===== src/rtl/led_fade_pkg.sv =====
// Shared types and default constants for the LED fade driver.
package led_fade_pkg;

    typedef enum logic [1:0] {
        IDLE_OFF  = 2'd0,
        RAMP_UP   = 2'd1,
        HOLD_ON   = 2'd2,
        RAMP_DOWN = 2'd3
    } fade_state_e;

    localparam int PWM_BITS_DEF    = 8;
    localparam int STEP_CYCLES_DEF = 98039;

endpackage


===== src/rtl/led_fade_driver_pwm_compare.sv =====
// Free-running PWM counter with registered duty comparators for both LEDs.
module pwm_compare
    import led_fade_pkg::*;
#(
    parameter int PWM_BITS = PWM_BITS_DEF
) (
    input  logic                CLOCK_50,
    input  logic                RESET_N,
    input  logic [PWM_BITS:0]   duty,
    input  logic                enable,
    output logic [1:0]          led
);

    localparam logic [PWM_BITS:0] DMAX = {1'b1, {PWM_BITS{1'b0}}};

    logic [PWM_BITS-1:0] pwm_cnt;
    logic [PWM_BITS:0]   cnt_ext;
    logic [PWM_BITS:0]   duty_inv;

    // Comparisons are done at PWM_BITS+1 so duty=DMAX yields a constant-high output.
    assign cnt_ext  = {1'b0, pwm_cnt};
    assign duty_inv = DMAX - duty;

    // Counter wraps naturally at 2^PWM_BITS and keeps running while disabled.
    always_ff @(posedge CLOCK_50 or negedge RESET_N) begin
        if (!RESET_N) pwm_cnt <= '0;
        else          pwm_cnt <= pwm_cnt + 1'b1;
    end

    // Registered compare; both LEDs go dark on the first edge after disable,
    // before the forced duty=0 has propagated.
    always_ff @(posedge CLOCK_50 or negedge RESET_N) begin
        if (!RESET_N) begin
            led <= 2'b00;
        end else begin
            led[0] <= enable && (cnt_ext < duty);
            led[1] <= enable && (cnt_ext < duty_inv);
        end
    end

endmodule


===== src/rtl/led_fade_driver.sv =====
// Turns blink level changes into PWM fade-in / fade-out ramps on two LEDs.
module led_fade_driver
    import led_fade_pkg::*;
#(
    parameter int PWM_BITS    = PWM_BITS_DEF,
    parameter int STEP_CYCLES = STEP_CYCLES_DEF,
    parameter int STEP_W      = 17
) (
    input  logic                CLOCK_50,
    input  logic                RESET_N,
    input  logic                blink_in,
    input  logic                enable,
    output logic [1:0]          LED,
    output logic [PWM_BITS:0]   duty,
    output logic                busy
);

    localparam logic [PWM_BITS:0] DMAX      = {1'b1, {PWM_BITS{1'b0}}};
    localparam logic [PWM_BITS:0] ONE       = (PWM_BITS+1)'(1);
    localparam logic [STEP_W-1:0] STEP_LAST = STEP_W'(STEP_CYCLES - 1);

    fade_state_e        state;
    logic [STEP_W-1:0]  presc;
    logic               blink_q;
    logic               rise;
    logic               fall;
    logic               wrap;

    assign rise = blink_in & ~blink_q;
    assign fall = ~blink_in & blink_q;
    assign wrap = (presc == STEP_LAST);

    // busy is decoded straight from state, no register.
    assign busy = (state == RAMP_UP) || (state == RAMP_DOWN);

    // Edge detect, ramp FSM and duty prescaler. Edges take priority over a
    // prescaler wrap, and ramps always resume from the current duty.
    always_ff @(posedge CLOCK_50 or negedge RESET_N) begin
        if (!RESET_N) begin
            state   <= IDLE_OFF;
            duty    <= '0;
            presc   <= '0;
            blink_q <= 1'b0;
        end else begin
            blink_q <= blink_in;
            if (!enable) begin
                state <= IDLE_OFF;
                duty  <= '0;
                presc <= '0;
            end else if (rise) begin
                state <= RAMP_UP;
                presc <= '0;
            end else if (fall) begin
                state <= RAMP_DOWN;
                presc <= '0;
            end else begin
                case (state)
                    RAMP_UP: begin
                        if (duty == DMAX) begin
                            state <= HOLD_ON;
                            presc <= '0;
                        end else if (wrap) begin
                            presc <= '0;
                            duty  <= duty + ONE;
                            if (duty + ONE == DMAX) state <= HOLD_ON;
                        end else begin
                            presc <= presc + 1'b1;
                        end
                    end
                    RAMP_DOWN: begin
                        if (duty == '0) begin
                            state <= IDLE_OFF;
                            presc <= '0;
                        end else if (wrap) begin
                            presc <= '0;
                            duty  <= duty - ONE;
                            if (duty == ONE) state <= IDLE_OFF;
                        end else begin
                            presc <= presc + 1'b1;
                        end
                    end
                    default: presc <= '0;
                endcase
            end
        end
    end

    pwm_compare #(
        .PWM_BITS (PWM_BITS)
    ) u_pwm (
        .CLOCK_50 (CLOCK_50),
        .RESET_N  (RESET_N),
        .duty     (duty),
        .enable   (enable),
        .led      (LED)
    );

endmodule


===== config.mk =====
export PLATFORM = sky130hd
export DESIGN_NAME = led_fade_driver
export DESIGN_NICKNAME = d
export VERILOG_FILES = /design/src/rtl/led_fade_pkg.sv /design/src/rtl/led_fade_driver_pwm_compare.sv /design/src/rtl/led_fade_driver.sv
export SDC_FILE = /design/constraint.sdc
export NUM_CORES = 1
export LEC_CHECK = 0
export BUFFER_PORTS_ARGS = -buffer_cell sky130_fd_sc_hd__buf_4
export CORE_MARGIN = 1
export CORE_UTILIZATION = 40
export DETAILED_ROUTE_END_ITERATION = 16
export PLACE_DENSITY = 0.65
export SLEW_MARGIN = 5
export SYNTH_ARGS = -nofsm -noshare
export SYNTH_HDL_FRONTEND = slang
export SYNTH_SLANG_ARGS = --single-unit
export TNS_END_PERCENT = 10

===== constraint.sdc =====
create_clock -name CLOCK_50 -period 2.9 [get_ports CLOCK_50]
set_input_delay 0.29 -clock CLOCK_50 [delete_from_list [all_inputs] [get_ports CLOCK_50]]
set_output_delay 0.29 -clock CLOCK_50 [all_outputs]
set_load 0.1 [all_outputs]

Yosys cells after proc, flatten, opt, wreduce, memory -nomap -nowiden --
Index checks and enable logic that the tools add are counted.
Storage, ports and cells: memories kept 0, flip-flop bits (word level) 39, bits in read-only memories 0, bits in latches 0, input port bits 4, bits in writable memories 0
Operators by class: $add $sub $neg 5, reductions and logical operators 6, shift-type cells 0, bitwise logic cells 4, equality and inequality tests 18, magnitude comparators 2, $mul 0, divide/modulo/power cells 0, muxes and demuxes 25
Operator list (number):
- $mux W17 | 6
- $mux W9 | 7
- $pmux W17 S2 | 1
- $eq A9 B9 Y1 const B | 2
- $lt A8 B9 Y1 | 2
- $mux W2 | 9
- $pmux W9 S2 | 1
- $add A17 B1 Y17 const B | 1
- $eq A17 B17 Y1 const B | 1
- $ne A3 B3 Y1 const B | 4
- $ne A6 B4 Y1 const B | 2
- $ne A6 B5 Y1 const B | 2
- $add A9 B1 Y9 const B | 1
- $eq A9 B1 Y1 const B | 1
- $logic_not A9 Y1 | 1
- $sub A9 B1 Y9 const B | 1
- $sub A9 B9 Y9 const A | 1
- $add A8 B1 Y8 const B | 1
- $reduce_and A7 Y1 | 1
- $ne A5 B1 Y1 const B | 1
- $reduce_and A5 Y1 | 1
- $ne A2 B2 Y1 const B | 2
- $pmux W2 S2 | 1
- $ne A3 B1 Y1 const B | 1
- other kinds (6) | 9

Depth between registers and ports, before layout --
depth after elaboration 9, depth in mapped cells 13, gate-level depth less buffers 12

Modules after synthesis --
From an unflattened synthesis, not the netlist that was laid out.
Second synthesis, totals: cells, all modules 289, area, all modules 2673.8 um2
By module, submodules not included:
- led_fade_driver | seq. area each 725.7 um2, area each 1863.0 um2, instances 1, cells each 205
- pwm_compare | seq. area each 250.2 um2, area each 810.8 um2, instances 1, cells each 84

Least setup slack after synthesis --
Ideal clock, no wire load.
kind register to register, from reg duty[5], to reg duty[1], stages on the path, launching flop included 13, slack -0.190 ns, clock period less this slack 3.090 ns, arrival 2.957 ns, library setup time 0.133 ns, data required time 2.767 ns, path through dfrtp_1 > clkbuf_1 > or4_1 > nor3_1 > ha_1 > nand2b_1 > o21ai_0 > and3_1 > nand3_1 > clkbuf_1 > nor2_1 > a21oi_1 > nor2_1
On the way: longest elaborated chain between the ends 3, elaborated cells on any way between the ends 5, those cells by class eq/ne: 3; reduce/logical: 2
Ends and longest elaborated chain:
- from (decl) | line led_fade_driver.sv:14 | output logic [PWM_BITS:0] duty,
- from (signal assigned) | line led_fade_driver.sv:64 | duty <= duty + ONE;
- from (signal assigned) | line led_fade_driver.sv:76 | duty <= duty - ONE;
- $eq A9 B9 Y1 / $logic_not A9 Y1 (equally long branches) | line led_fade_driver.sv:59, led_fade_driver.sv:71
- $ne A3 B3 Y1 (no source line)
- $reduce_and A7 Y1 (no source line) *
Mark *: on every way between the ends. The rest lies on a longest branch, timed or not. A chain may end at the register's enable or synchronous reset.

Final worst setup path --
from reg duty[5], to reg duty[6]
On the way: longest elaborated chain between the ends 7, elaborated cells on any way between the ends 15, those cells by class add/sub: 2; eq/ne: 3; mux: 8; reduce/logical: 2
Ends and longest elaborated chain:
- $sub A9 B1 Y9 / $add A9 B1 Y9 (equally long branches) | line led_fade_driver.sv:76, led_fade_driver.sv:64
- $mux W9, on equally long branches | line led_fade_driver.sv:74, led_fade_driver.sv:62
- $mux W9, on equally long branches | line led_fade_driver.sv:71, led_fade_driver.sv:59
- $pmux W9 S2 | line led_fade_driver.sv:57 | case (state)
- $mux W9 | line led_fade_driver.sv:53 | end else if (fall) begin
- $mux W9 | line led_fade_driver.sv:50 | end else if (rise) begin
- $mux W9 | line led_fade_driver.sv:46 | if (!enable) begin
Several ways; a longest one is shown, not always the timed one. The select of a mux whose other input is x is not followed.

==> summary.txt <==
Finish
  – Footprint of the multi-input gates: 1490 µm²
  – Fillers: 588
  – Sequential cell area: 985 µm²
  – Area grow syn2layout: 11.8%
  – Final nets: 326
  – Share of cells above drive strength 1: 13.4%
  – Non-filler cells, final: 373
  – Antenna diodes: 0

Clock network
  – CTS resizes: 0
  – CTS Hold Bufs: 1
  – Setup Buffers After CTS: 0
  – CTS Buffer Depth: 2
  – TritonCTS clock tree: done
  – Clk_lat worst skew: 300 ps
  – CTS root buf: clkbuf_8
  – Clock slew seen by the registers of the worst setup and hold paths: 80 ps
  – CTS H-tree lvls: 2
  – CTS buffer count: 5
  – Clk sinks: 39

Floorplan
  – Starting Density: 42.3%
  – Die height: 82.1 µm
  – Site row count: 28
  – Die width: 82.1 µm
  – I/O pin cnt: 16
  – Core region area: 6060 µm²
  – Die footprint: 6740 µm²

Logic synthesis
  – Cell taking the most area after synthesis: dfrtp_1
  – Mapped Area: 2560 µm²
  – Synthesis Warnings: 0
  – Flops & latches, synth: 39
  – Most common cell in the netlist: dfrtp_1
  – Main flop type after synthesis: dfrtp_1
  – Top cell type's share of synthesized area: 38.0%
  – Sequential fraction of the synthesis area: 38.0%
  – Net Count, Synth: 309
  – Netlist cell types: 47
  – Avg Cell Area, Syn: 9.16 µm²
  – Ys async rst share: 100%
  – Mapped Cells: 280
  – EDFF count, synth: 0
  – Area contributors post-synth: dfrtp_1, ha_1, xnor2_1
  – Post-synth top cells: dfrtp_1, nor2_1, ha_1, xnor2_1, inv_1

Critical path
  – R2r worst-path depth: 11
  – CP required: 3120 ps
  – Arrival time worst endpoint: 2810 ps
  – Worst setup SP type: register
  – R2R Path End: duty[6]$_DFFE_PN0P_
  – R2r setup slk: 310 ps
  – Critical path class: reg -> reg
  – Worst r2r src: duty[5]$_DFFE_PN0P_
  – CP endpoint kind: register
  – Critical-path maximum fanout: 17

Route
  – Final routed DRC violation total: 0
  – Final ANT Viol Nets: 0
  – Via Count: 2020
  – Drt wl/cell: 13.9 µm
  – Vias per cell: 5.42
  – Starting DRT DRC Count: 167
  – Pre-Repair DR Iteration Count: 4
  – Routed wire length: 5190 µm

Global route
  – First-pass GRT wire length: 8970 µm
  – Number of global-route vias before repair: 1852
  – Pin count of the biggest net entering global routing: 40
  – Grt ovf: 0
  – Tot GR Track Use: 17.7%
  – Initial antenna violation count: 0

STA
  – Unrepaired setup endpoints after global routing: no
  – Fin crit period: 2590 ps
  – Clock Skew: 9.05 ps
  – Crit share post-route: 89.3%
  – Count of final setup violators: 0
  – Final Hold Fails: 0
  – F_max: 386 MHz
  – Slew HR: 61.1%
  – Setup TNS: 0 ps
  – Worst-Margin Slew: 580 ps
  – Max Slew Vio Count: 0

Outcome
  – Status: complete, no violations

Power
  – Power per cell area: 342 nW/µm²
  – VDD IR max: 0.156 mV
  – Leak: 1.18 nW

Job
  – MaxCap Viol Count: 0

Worst hold path
  – Hold EP: blink_q$_DFF_PN0_
  – Hold_sp: blink_in
  – Hold Path Stages: 1
  – Worst Hold Class: in -> reg

Placed design
  – Gp weighted congestion: 0.891
  – Post-Place Cells: 364
  – IO Port Bufs: 15
  – HPWL after detailed placement: 3790 µm
## critical path: stages, from the launching register on
cell	delay, ps
dfrtp_4	530
or4_1	600
nor3_1	230
ha_1	210
nand2b_1	120
o21ai_0	70
and3_1	180
nand3_1	60
buf_4	200
o21ai_0	110
o21a_1	110
nor2_1	90
## stage by stage
stage / util [%] / worst slack [ps] / power [mW] / cell area (µm²) / hold slack (ps)
final: 47.3 / 309 / 0.979 / 2870 / 120
after global routing: 47.3 / 129 / 1.02 / 2870 / 99.5
after CTS: 47.3 / 304 / 0.994 / 2870 / 104
after detailed placement: 45.7 / 322 / 0.625 / 2770 / 296
after global placement: 45.7 / 417 / 0.625 / 2770 / 295
after floorplan: - / 2.07 / 0.600 / 2570 / -5.59
## worst max-delay path by stage
stage / startpoint / end / slack [ps] / cells after the start
3_3_place_gp: duty[5]$_DFFE_PN0P_ / duty[1]$_DFFE_PN0P_ / 420 / 11
4_1_cts: duty[5]$_DFFE_PN0P_ / duty[6]$_DFFE_PN0P_ / 300 / 11
6_report: duty[5]$_DFFE_PN0P_ / duty[6]$_DFFE_PN0P_ / 310 / 11
2_1_floorplan: duty[3]$_DFFE_PN0P_ / duty[1]$_DFFE_PN0P_ / 2 / 11
3_5_place_dp: duty[5]$_DFFE_PN0P_ / duty[6]$_DFFE_PN0P_ / 320 / 11
5_1_grt: duty[5]$_DFFE_PN0P_ / duty[8]$_DFFE_PN0P_ / 130 / 10
## where the power goes
group          internal, mW  switching (mW)  total, mW
clock                 0.168           0.197      0.365
combinational        0.0164          0.0445     0.0609
sequential            0.547         0.00554      0.553
## registers in the layout (all words and copies together), names as in the netlist
| signal | count |
|---|---|
| u_pwm.led | 2 |
| u_pwm.pwm_cnt | 8 |
| duty | 9 |
| blink_q | 1 |
| presc | 17 |
| state | 2 |
## per-layer routing
| layer | wire length, µm | share of wire [%] | global-route usage (%) | vias up |
|---|---|---|---|---|
| met5 | 0 | 0 | 0 | - |
| li1 | - | - | - | 1013 |
| met4 | 113 | 2.2 | 8.07 | 0 |
| met1 | 2560 | 49 | 24.8 | 966 |
| met3 | 202 | 3.9 | 3.44 | 9 |
| met2 | 2310 | 45 | 26.0 | 32 |
## cells in the final DEF (no fill, tap or decap), types with 5 or more instances in the layout
cell type and instances:
a21oi_1 14, nor3_1 8, dfrtp_1 34, nor2_1 37, ha_1 25, nor4_1 5, buf_4 19, o21ai_0 12
xor2_1 14, nand3_1 12, nand2_1 14, clkbuf_8 5, xnor2_1 18, inv_1 17
## cells by family after synthesis
logic type	Yosys count	share of synthesized area, %
flops	39	38.0
fa+ha+maj	25	12.2
mux	1	0.390
simple gates	107	21.8
buf+inv	27	4.00
compound gates	49	12.6
xor+xnor	32	10.9
## cell type report
class	count	share of cell area, %
repair buffers	20	5.33
multi-input cells	214	51.9
clock buffers	6	2.53
well taps	75	3.27
inverters	17	2.23
clock inverters	2	0.436
flip-flops and latches	39	34.4
Note: power is estimated with default switching activity, not from simulation.
